### config.mk
export PLATFORM = sky130hd
export DESIGN_NAME = apb_master
export DESIGN_NICKNAME = d
export VERILOG_FILES = /design/src/rtl/apb_master.sv
export SDC_FILE = /design/constraint.sdc
export NUM_CORES = 1
export LEC_CHECK = 0
export CAP_MARGIN = 15
export CORE_ASPECT_RATIO = 0.5
export CORE_UTILIZATION = 40
export CTS_CLUSTER_DIAMETER = 60
export DETAILED_ROUTE_END_ITERATION = 10
export PLACE_DENSITY = 0.9
export SYNTH_ARGS = -nofsm -noshare
export SYNTH_HDL_FRONTEND = slang
export SYNTH_SLANG_ARGS = --single-unit
### constraint.sdc
create_clock -name pclk -period 2.67 [get_ports pclk]
set_clock_uncertainty 0.05 [all_clocks]
set_input_delay 0.4005 -clock pclk [delete_from_list [all_inputs] [get_ports pclk]]
set_output_delay 0.4005 -clock pclk [all_outputs]
set_load 0.02 [all_outputs]
### src/rtl/apb_master.sv
// APB requester: turns a valid/ready command stream into APB SETUP/ACCESS
// transfers and returns one response pulse per finished transfer. A transfer
// whose completer holds pready low for TIMEOUT_CYCLES ACCESS cycles is aborted
// and reported as a timeout.
//
// Handshake: a command moves on a rising pclk edge where cmd_valid and
// cmd_ready are both high. cmd_ready is high in IDLE and in ACCESS while pready
// is high, so a new command can chain onto a completing transfer. The
// requester must hold its command stable until it is taken. rsp_valid is a
// single-cycle pulse and has no back-pressure.
module apb_master #(
  parameter int ADDR_WIDTH     = 32,
  parameter int DATA_WIDTH     = 32,
  parameter int TIMEOUT_CYCLES = 16
) (
  input  logic                    pclk,
  input  logic                    presetn,
  // command side
  input  logic                    cmd_valid,
  output logic                    cmd_ready,
  input  logic [ADDR_WIDTH-1:0]   cmd_addr,
  input  logic                    cmd_write,
  input  logic [DATA_WIDTH-1:0]   cmd_wdata,
  input  logic [DATA_WIDTH/8-1:0] cmd_strb,
  input  logic [2:0]              cmd_prot,
  // response side
  output logic                    rsp_valid,
  output logic [DATA_WIDTH-1:0]   rsp_rdata,
  output logic                    rsp_slverr,
  output logic                    rsp_timeout,
  // APB requester outputs
  output logic [ADDR_WIDTH-1:0]   paddr,
  output logic [DATA_WIDTH-1:0]   pwdata,
  output logic [DATA_WIDTH/8-1:0] pstrb,
  output logic [2:0]              pprot,
  output logic                    pselx,
  output logic                    penable,
  output logic                    pwrite,
  // APB completer inputs
  input  logic                    pready,
  input  logic [DATA_WIDTH-1:0]   prdata,
  input  logic                    pslverr,
  // FSM state for checkers: 0 = IDLE, 1 = SETUP, 2 = ACCESS
  output logic [1:0]              dbg_state
);

  localparam int STRB_WIDTH = DATA_WIDTH / 8;
  // The counter has to be able to reach TIMEOUT_CYCLES itself.
  localparam int WAIT_WIDTH = $clog2(TIMEOUT_CYCLES + 1);
  localparam logic [WAIT_WIDTH-1:0] WAIT_LAST = WAIT_WIDTH'(TIMEOUT_CYCLES - 1);

  typedef enum logic [1:0] {
    ST_IDLE   = 2'd0,
    ST_SETUP  = 2'd1,
    ST_ACCESS = 2'd2
  } state_t;

  state_t                state_q, state_d;
  logic [WAIT_WIDTH-1:0] wait_q;
  logic                  load_cmd;
  logic                  complete;
  logic                  abort;

  assign dbg_state = state_q;

  // Next-state and handshake decode. pready is checked before the timeout,
  // so a ready that arrives on the last allowed cycle completes normally.
  // cmd_ready is low on an abort edge because pready is low there.
  always_comb begin
    state_d   = state_q;
    cmd_ready = 1'b0;
    load_cmd  = 1'b0;
    complete  = 1'b0;
    abort     = 1'b0;
    unique case (state_q)
      ST_IDLE: begin
        cmd_ready = 1'b1;
        if (cmd_valid) begin
          load_cmd = 1'b1;
          state_d  = ST_SETUP;
        end
      end
      ST_SETUP: begin
        state_d = ST_ACCESS;
      end
      ST_ACCESS: begin
        if (pready) begin
          cmd_ready = 1'b1;
          complete  = 1'b1;
          if (cmd_valid) begin
            load_cmd = 1'b1;
            state_d  = ST_SETUP;
          end else begin
            state_d = ST_IDLE;
          end
        end else if (wait_q == WAIT_LAST) begin
          abort   = 1'b1;
          state_d = ST_IDLE;
        end
      end
      default: begin
        state_d = ST_IDLE;
      end
    endcase
  end

  // State register.
  always_ff @(posedge pclk or negedge presetn) begin
    if (!presetn) begin
      state_q <= ST_IDLE;
    end else begin
      state_q <= state_d;
    end
  end

  // Wait counter: zero outside ACCESS, counts ACCESS cycles with pready low.
  always_ff @(posedge pclk or negedge presetn) begin
    if (!presetn) begin
      wait_q <= '0;
    end else if (state_q != ST_ACCESS) begin
      wait_q <= '0;
    end else if (!pready) begin
      wait_q <= wait_q + 1'b1;
    end
  end

  // APB outputs. Address/control/data are captured only when a command is
  // taken, so they stay stable through SETUP and ACCESS and hold in IDLE.
  always_ff @(posedge pclk or negedge presetn) begin
    if (!presetn) begin
      paddr   <= '0;
      pwdata  <= '0;
      pstrb   <= '0;
      pprot   <= '0;
      pwrite  <= 1'b0;
      pselx   <= 1'b0;
      penable <= 1'b0;
    end else begin
      pselx   <= (state_d != ST_IDLE);
      penable <= (state_d == ST_ACCESS);
      if (load_cmd) begin
        paddr  <= cmd_addr;
        pwrite <= cmd_write;
        pwdata <= cmd_wdata;
        pprot  <= cmd_prot;
        pstrb  <= cmd_write ? cmd_strb : {STRB_WIDTH{1'b0}};
      end
    end
  end

  // Response: one pulse after completion or abort. Data and status fields
  // only change when a pulse is produced, otherwise they hold.
  always_ff @(posedge pclk or negedge presetn) begin
    if (!presetn) begin
      rsp_valid   <= 1'b0;
      rsp_rdata   <= '0;
      rsp_slverr  <= 1'b0;
      rsp_timeout <= 1'b0;
    end else begin
      rsp_valid <= complete | abort;
      if (complete) begin
        rsp_rdata   <= pwrite ? {DATA_WIDTH{1'b0}} : prdata;
        rsp_slverr  <= pslverr;
        rsp_timeout <= 1'b0;
      end else if (abort) begin
        rsp_rdata   <= '0;
        rsp_slverr  <= 1'b1;
        rsp_timeout <= 1'b1;
      end
    end
  end

endmodule
* Word-level counts from Yosys, hierarchy flattened *
Index checks and enable logic that the tools add are counted.

storage, ports and cells
  flip-flop bits (word level) = 116
  output and inout port bits = 112
  word-level logic and storage cells = 47

cells by class
  $add $sub $neg = 1
  equality and inequality tests = 6
  mux-type cells = 23
  bitwise operators = 1
  reductions and logical operators = 3

operators with widths
  kind                                                                      count
  32-bit 2-to-1 mux                                                         3
  1-bit 2-to-1 mux                                                          11
  5-bit 2-to-1 mux                                                          2
  2-bit 2-to-1 mux                                                          3
  2-bit one-hot mux with 3 select lines                                     1
  5-bit by 1-bit adder with 5-bit output (second input constant)            1
  5-bit by 4-bit == test with 1-bit output (second input constant)          1
  2-bit == test (second input constant)                                     2
  4-bit 2-to-1 mux                                                          1
  1-bit one-hot mux with 2 select lines                                     2
  2-bit nonzero test                                                        2
  2-bit by 1-bit == test with 1-bit output (second input constant)          1
  2-bit logical NOT                                                         1
  2-bit by 1-bit inequality test with 1-bit output (second input constant)  1
  2-bit inequality test (second input constant)                             1
  1-bit OR                                                                  1

* Logic depth before layout (Yosys ltp) *
Gate-level depths: netlist (run 1).

  depth after elaboration = 6
  gate-level depth with buffers = 6
  depth with buffers taken out = 6

* Least setup slack after synthesis (run 1) *
OpenSTA, ideal clock, no wires.

  path type = register -> register
  start = register wait_q[0]
  end = register rsp_rdata[10]
  setup time = 0.066 ns
  data arrival time = 1.747 ns
  required time = 2.554 ns
  slack = 0.807 ns
  cell stages (with the launch flop) = 7
  path buffers = 1
  clock period less this slack = 1.863 ns
  path through = dfrtp_1 > ha_1 > and3_1 > ha_1 > o21ai_1 > clkbuf_1 > a22o_1

between the ends
  word-level cells in the longest chain between the ends = 5

ends and longest elaborated chain
  what                                      line  source
  start: declaration                        59    logic [WAIT_WIDTH-1:0] wait_q;
  start signal: assignment                  123   wait_q <= wait_q + 1'b1;
  5-bit by 4-bit == test with 1-bit output  96    end else if (wait_q == WAIT_LAST) begin
  1-bit 2-to-1 mux                          96
  1-bit 2-to-1 mux                          87    if (pready) begin
  1-bit 2-to-1 mux                          75    unique case (state_q)
  2-bit nonzero test (no line)              -
  end signal: assignment                    162   rsp_rdata <= pwrite ? {DATA_WIDTH{1'b0}} : prdata;
  end: declaration                          28    output logic [DATA_WIDTH-1:0] rsp_rdata,

No other way between the ends.
A chain may end at the register's enable or synchronous reset.

* Worst setup path in the final report (run 1) *
  start = register state_q[1] (netlist: dbg_state[1])
  end = output cmd_ready

between the ends
  word-level cells in the longest chain between the ends = 2

ends and longest elaborated chain
  what                                                       line  source
  start: declaration                                         58    state_t state_q, state_d;
  start signal: assignment                                   112   state_q <= state_d;
  2-bit == test / 2-bit logical NOT (equally long branches)  75
  1-bit one-hot mux with 2 select lines *                    75
  end: declaration                                           20    output logic cmd_ready,

Every way passes the cells marked *; elsewhere a longest branch is shown, timed or not.

==> results.md, run 1 <==
* Routed WL per cell at 18.2 um
* Largest net degree at the start of global routing at 52
* Synth Flop Type: dfrtp_1
* Fin area at 0.00730 mm2
* Area grow syn2layout at 66.4%
* IO Pins at 221
* DR iter-0 viols at 169
* Most instantiated cells after synthesis: dfrtp_1, mux2_1, a22o_1
* Worst VDD drop at 0.526 mV
* Area fraction of the dominant cell type after synthesis at 66.2%
* Root Driver: clkbuf_16
* Post-layout minimum cycle time at 2.29 ns
* Total power at 7.31 mW
* Placed cells at 631
* Worst endpoint data arrival time at 1.84 ns
* Max Fclk at 438 MHz
* Post-synthesis cell type count at 26
* Post-synth EDFFs at 0
* Final Wtd Congestion at 0.771
* Seq/Total Area, Yosys at 66.2%
* Crit Path Max Fanout at 5
* GR Overflow Total at 0
* Clk sink count at 116
* Hold_buf cts at 1
* Slew HR at 70.9%
* CTS tree: done
* Setup Buffers After CTS at 0
* Initial antenna violation count at 0
* Async SR Flop Fraction at 100%
* Via/cell ratio at 4.82
* Pre-antenna DRT Iters at 4
* Tightest Pin Transition at 0.437 ns
* Seq cells post-synth at 116
* Hold Slack at 0.430 ns
* CTS H-tree depth at 4
* Final period util at 85.6%
* RSZ-0062 raised after global routing: false
* Register Area at 0.00290 mm2
* Fin. Hold Viols at 0
* Port-buffer cells at 220
* Syn_nets at 389
* Xor and xnor area share after synthesis at 0.599%
* Post-synthesis simple-gate area fraction at 3.02%
* Via count at 3,191
* Share of cells above drive strength 1 at 9.58%
* CTS buffer count at 17
* Drt drc at 0
* Final Util at 69.9%
* Mean Syn Cell Area at 15.8 um2
* Top-count cell post-synth: dfrtp_1
* Full die area at 0.0114 mm2
* Post-cts gate resize count at 0
* Final WL at 12.1 mm
* Final ANT Viol Nets at 0
* Min-delay worst type: register to register
* Area of the multi-input gates at 0.00133 mm2
* First-pass GRT wire length at 19.1 mm
* CP Class: register to output pin
* Max capacitance violation total at 0
* Longest Clk Path Bufs at 2
* Setup TNS after final layout at 0 ns
* Worst setup margin at 0.384 ns
* Core ar. at 0.0104 mm2
* Fin nets at 622
* # diodes at 0
* PD cells at 1000 mW/mm2
* Number of global-route vias before repair at 3,519
* Leak Pwr at 3.12 nW
* Post-place instance area at 0.00673 mm2
* Reg clk slew, reported paths at 0.05 ns
* Total GRT Usage at 22.5%
* Non-filler instance count after layout at 662
* Dominant combinational cell family by area after synthesis: multiplexers
* Die width at 150 um
* Die Y at 76.1 um
* Final Max Tran Viols at 0
* Critical Path RT at 2.22 ns
* Worst skew pair latency at 0.40 ns
* Final setup fails at 0
* FP Rows at 26
* Mux contribution to synthesized area at 18.6%
* Synth warnings at 0
* Synth Area in Compound Gates at 7.30%
* Gate Count Post-Synth at 278
* Netlist Area Pre-Place at 0.00439 mm2
* Adder-cell area share of the yosys netlist at 0.570%
* Area leader, netlist: dfrtp_1
* Area contributors post-synth: dfrtp_1, mux2_1, a22o_1, buf_6, mux2_2
* Critical path capture point type: output pin
* Place WS at 0.482 ns
* Status: finished clean
* Fillers at 682
* Final HPWL DP at 8.57 mm
* Kind of start point of the critical path: register
* Starting Density at 42.0%
==> power breakdown <==
group | internal (mW) | leakage (nW) | switching [mW]
combinational | 1.36 | 1.42 | 1.23
clock | 1.41 | 0.282 | 0.741
sequential | 2.27 | 1.42 | 0.291
total | 5.04 | 3.12 | 2.26
==> placed cells by master, fill, tap and decap left out <==
master	netlist	final
buf_12	0	2
or2_1	1	1
clkinv_2	0	3
mux2_1	58	58
and3_1	1	1
bufinv_16	0	1
a22o_1	32	32
xnor2_1	1	1
nand2b_1	2	2
xor2_1	2	2
clkbuf_8	0	6
mux2i_1	5	5
nand2_1	4	4
nor3b_1	1	1
dfrtp_1	116	116
buf_4	0	8
ha_1	2	2
nor2b_1	3	3
inv_1	7	7
mux2_2	10	10
nand4b_1	1	1
o31ai_1	2	2
o21ai_2	0	1
nor2_1	7	7
clkdlybuf4s50_1	0	219
a21oi_1	4	4
nor3b_4	1	2
clkbuf_16	0	17
clkbuf_1	3	3
dlygate4sd3_1	0	1
==> registers in the layout (all words and copies together) (netlist names) <==
signal / cells
penable: 1
pprot: 3
pwrite: 1
rsp_timeout: 1
rsp_slverr: 1
pselx: 1
rsp_valid: 1
paddr: 32
pwdata: 32
wait_q: 5
pstrb: 4
rsp_rdata: 32
dbg_state: 2
==> logic make-up after synthesis <==
logic type | count (synthesis)
mux | 73
buf+inv | 23
compound gates | 39
fa+ha+maj | 2
xor+xnor | 3
flops | 116
simple gates | 22
==> final cells by class <==
type                            instances  area share (%)
Sequential cell                       116            39.8
Timing Repair Buffer                  230            31.5
Multi-Input combinational cell        139            18.2
Clock buffer                           26            7.11
Tap cell                              140            2.40
Clock inverter                          4           0.617
Inverter                                7           0.360
==> critical path, cell delays in order, from the launching register on <==
cell             delay [ns]
dfrtp_1                0.44
nor2b_1                0.35
nor2_1                 0.08
clkdlybuf4s50_1        0.57
==> layer usage <==
layer | global-route usage [%] | part of all wire [%] | vias up
li1 | - | - | 1456
met5 | 0 | 0 | -
met1 | 25.8 | 40 | 1639
met4 | 9.49 | 2.5 | 0
met3 | 4.73 | 2.9 | 24
met2 | 40.8 | 55 | 72
==> worst paths after layout <==
path / from / endpoint / slack [ns] / cells past startpoint
hold reg to reg: pwdata[13]$_DFFE_PN0P_ / pwdata[13]$_DFFE_PN0P_ / 0.43 / 1
setup / recovery: dbg_state[1]$_DFF_PN0_ / cmd_ready / 0.38 / 3
hold / removal: pwdata[13]$_DFFE_PN0P_ / pwdata[13]$_DFFE_PN0P_ / 0.43 / 1
max in group asynchronous: presetn / pwdata[14]$_DFFE_PN0P_ / 1.44 / 3
min in group asynchronous: presetn / paddr[25]$_DFFE_PN0P_ / 0.47 / 2
setup reg to reg: wait_q[0]$_DFFE_PN0N_ / rsp_rdata[15]$_DFFE_PN0P_ / 0.67 / 6
Power figures use the tool's default switching activity.
==> inputs of run 2 (changes only) <==
--- a/config.mk
+++ b/config.mk
@@ -7,10 +7,11 @@
 export LEC_CHECK = 0
 export CAP_MARGIN = 15
 export CORE_ASPECT_RATIO = 0.5
-export CORE_UTILIZATION = 40
+export CORE_UTILIZATION = 41
+export CTS_BUF_LIST = sky130_fd_sc_hd__clkbuf_8
 export CTS_CLUSTER_DIAMETER = 60
 export DETAILED_ROUTE_END_ITERATION = 10
-export PLACE_DENSITY = 0.9
+export PLACE_DENSITY = 0.92
 export SYNTH_ARGS = -nofsm -noshare
 export SYNTH_HDL_FRONTEND = slang
 export SYNTH_SLANG_ARGS = --single-unit
==> run 2 against run 1 <==
Effect of this change:
- count of clock-buffer cells in the layout shrank 4
- sequential share of layout area grew 1.4 points
- utilization shrank 1.5 points
- first-iteration DRC count shrank 0.59%
- total power shrank 11%
- sequential power is essentially flat
- die area shrank 2.4%
- fmax grew 2.8%
- critical path depth is the same
- final cell count shrank 0.60%
- critical path type unchanged
- critical endpoint unchanged
==> results.md, run 2 (synthesized netlist as in run 1, its figures left out) <==
* Initial antenna violation count at 0 (unchanged)
* Die width at 148 um (was 150 um)
* Largest net degree at the start of global routing at 75 (was 52)
* RSZ-0062 raised after global routing: false (unchanged)
* CTS buffer count at 17 (unchanged)
* Leading cell types in the layout, fill and taps excluded: clkdlybuf4s50_1, dfrtp_1, mux2_1 (unchanged)
* Slowest CP cell: clkdlybuf4s50_1 (unchanged)
* First-pass GRT wire length at 17.8 mm (was 19.1 mm)
* Reg-to-reg slack, setup at 0.71 ns (was 0.67 ns)
* Critical Path RT at 2.22 ns (about the same)
* Worst VDD drop at 0.322 mV (was 0.526 mV)
* PD cells at 926 mW/mm2 (was 1000 mW/mm2)
* Register Area at 0.00290 mm2 (unchanged)
* Die Y at 75.1 um (was 76.1 um)
* Number of global-route vias before repair at 3,346 (was 3,519)
* Hold Slack at 0.0126 ns (was 0.430 ns)
* CTS H-tree depth at 4 (unchanged)
* Fin nets at 618 (was 622)
* Post-layout minimum cycle time at 2.22 ns (was 2.29 ns)
* Worst skew pair latency at 0.41 ns (was 0.40 ns)
* Final ANT Viol Nets at 0 (unchanged)
* R2r startpoint: wait_q[0]$_DFFE_PN0N_ (unchanged)
* Min-delay worst type: primary input to async pin (was register to register)
* Final Max Tran Viols at 0 (unchanged)
* Crit path from: dbg_state[1]$_DFF_PN0_ (unchanged)
* Reg-to-Reg End: rsp_rdata[0]$_DFFE_PN0P_ (was rsp_rdata[15]$_DFFE_PN0P_)
* Fin. Hold Viols at 0 (unchanged)
* Tightest Pin Transition at 0.774 ns (was 0.437 ns)
* Max Fclk at 450 MHz (was 438 MHz)
* # diodes at 0 (unchanged)
* Leak Pwr at 3.02 nW (was 3.12 nW)
* Via count at 3,197 (was 3,191)
* Largest regs: paddr (32), pwdata (32), rsp_rdata (32) (unchanged)
* Fillers at 696 (was 682)
* Critical path capture point type: output pin (unchanged)
* Area grow syn2layout at 60.8% (was 66.4%)
* Largest incremental delay on the critical path at 0.54 ns (was 0.57 ns)
* GRT met3 Usage at 5.58% (was 4.73%)
* Commonest non-fill, non-tap cell in the layout: clkdlybuf4s50_1 (unchanged)
* Starting Density at 42.5% (was 42.0%)
* Post-cts gate resize count at 0 (unchanged)
* Core ar. at 0.0103 mm2 (was 0.0104 mm2)
* Worst r2r path cells at 6 (unchanged)
* Root Driver: clkbuf_8 (was clkbuf_16)
* GR Overflow Total at 0 (unchanged)
* Final HPWL DP at 8.46 mm (was 8.57 mm)
* CTS tree: done (unchanged)
* Full die area at 0.0111 mm2 (was 0.0114 mm2)
* Drt drc at 0 (unchanged)
* Area of the multi-input gates at 0.00133 mm2 (unchanged)
* Setup TNS after final layout at 0 ns (unchanged)
* DR iter-0 viols at 168 (was 169)
* IO Pins at 221 (unchanged)
* Setup Buffers After CTS at 0 (unchanged)
* Pre-antenna DRT Iters at 4 (unchanged)
* Gr busiest metal: met2 (unchanged)
* CP cell instances: nor2b_1 > nor2_1 > clkdlybuf4s50_1 (unchanged)
* Place WS at 0.510 ns (was 0.482 ns)
* Reg clk slew, reported paths at 0.07 ns (was 0.05 ns)
* Worst endpoint data arrival time at 1.77 ns (was 1.84 ns)
* Final setup fails at 0 (unchanged)
* Max capacitance violation total at 0 (unchanged)
* Final period util at 83.2% (was 85.6%)
* Share of cells above drive strength 1 at 9.07% (was 9.58%)
* Total GRT Usage at 21.6% (was 22.5%)
* Post-place instance area at 0.00672 mm2 (was 0.00673 mm2)
* CP Class: register to output pin (unchanged)
* Slew HR at 48.4% (was 70.9%)
* Routed WL per cell at 17.9 um (was 18.2 um)
* Port-buffer cells at 220 (unchanged)
* FP Rows at 26 (unchanged)
* Fin area at 0.00706 mm2 (was 0.00730 mm2)
* Final WL at 11.8 mm (was 12.1 mm)
* GR Util met2 at 39.3% (was 40.8%)
* Kind of start point of the critical path: register (unchanged)
* Clk sink count at 116 (unchanged)
* Met1 usage in global routing at 24.6% (was 25.8%)
* Final Wtd Congestion at 0.759 (was 0.771)
* Crit Path Max Fanout at 5 (unchanged)
* Longest Clk Path Bufs at 2 (unchanged)
* Status: finished clean (unchanged)
* Final Util at 68.4% (was 69.9%)
* Via/cell ratio at 4.86 (was 4.82)
* Hold_buf cts at 0 (was 1)
* Worst setup margin at 0.448 ns (was 0.384 ns)
[run 2: changes by cell type in the layout (fill, tap and decap cells not counted)]
cell | previous run | this run
clkinv_2 | 3 | 5
clkbuf_1 | 3 | 0
buf_12 | 2 | 3
dlygate4sd3_1 | 1 | 0
clkbuf_16 | 17 | 0
inv_1 | 7 | 10
bufinv_16 | 1 | 0
clkbuf_8 | 6 | 22
buf_4 | 8 | 4
[run 2: final cells by class]
cell class | instances | share of cell area, %
Clock buffer | 22 | 4.29
Timing Repair Buffer | 226 | 32.3
Clock inverter | 8 | 0.514
Sequential cell | 116 | 41.1
Multi-Input combinational cell | 139 | 18.9
Tap cell | 140 | 2.48
Inverter | 7 | 0.372
[run 2: how the worst max path moves through the flow]
stage	endpoint	cells after the start	slack, ns
final	cmd_ready	3	0.45
after floorplan	rsp_rdata[10]$_DFFE_PN0P_	6	0.81
after global placement	cmd_ready	4	0.51
after detailed placement	paddr[13]$_DFFE_PN0P_	5	0.51
after global routing	cmd_ready	3	0.37
after CTS	cmd_ready	3	0.43
[run 2: critical path, delay by kind of cell (launching register included)]
kind	cells	cell delay (ns)
DFF	1	0.43
and+or+nand+nor	2	0.40
buffers and inverters	1	0.54
[run 2: layer usage]
layer,up-vias,wire length (um)
met3,25,398
met1,1644,4620
met5,-,0
li1,1441,-
met2,87,6480
met4,0,292
[run 2: per-stage QoR]
stage	power, mW	std cells
after CTS	6.59	658
final	6.53	658
after detailed placement	5.16	628
after global routing	6.84	658
after global placement	5.08	628
after floorplan	3.74	278
[run 2: power by group]
| part | internal [mW] | switching, mW | total [mW] |
|---|---|---|---|
| sequential | 2.27 | 0.285 | 2.55 |
| clock | 0.737 | 0.661 | 1.40 |
| combinational | 1.36 | 1.22 | 2.58 |
| total | 4.36 | 2.17 | 6.53 |
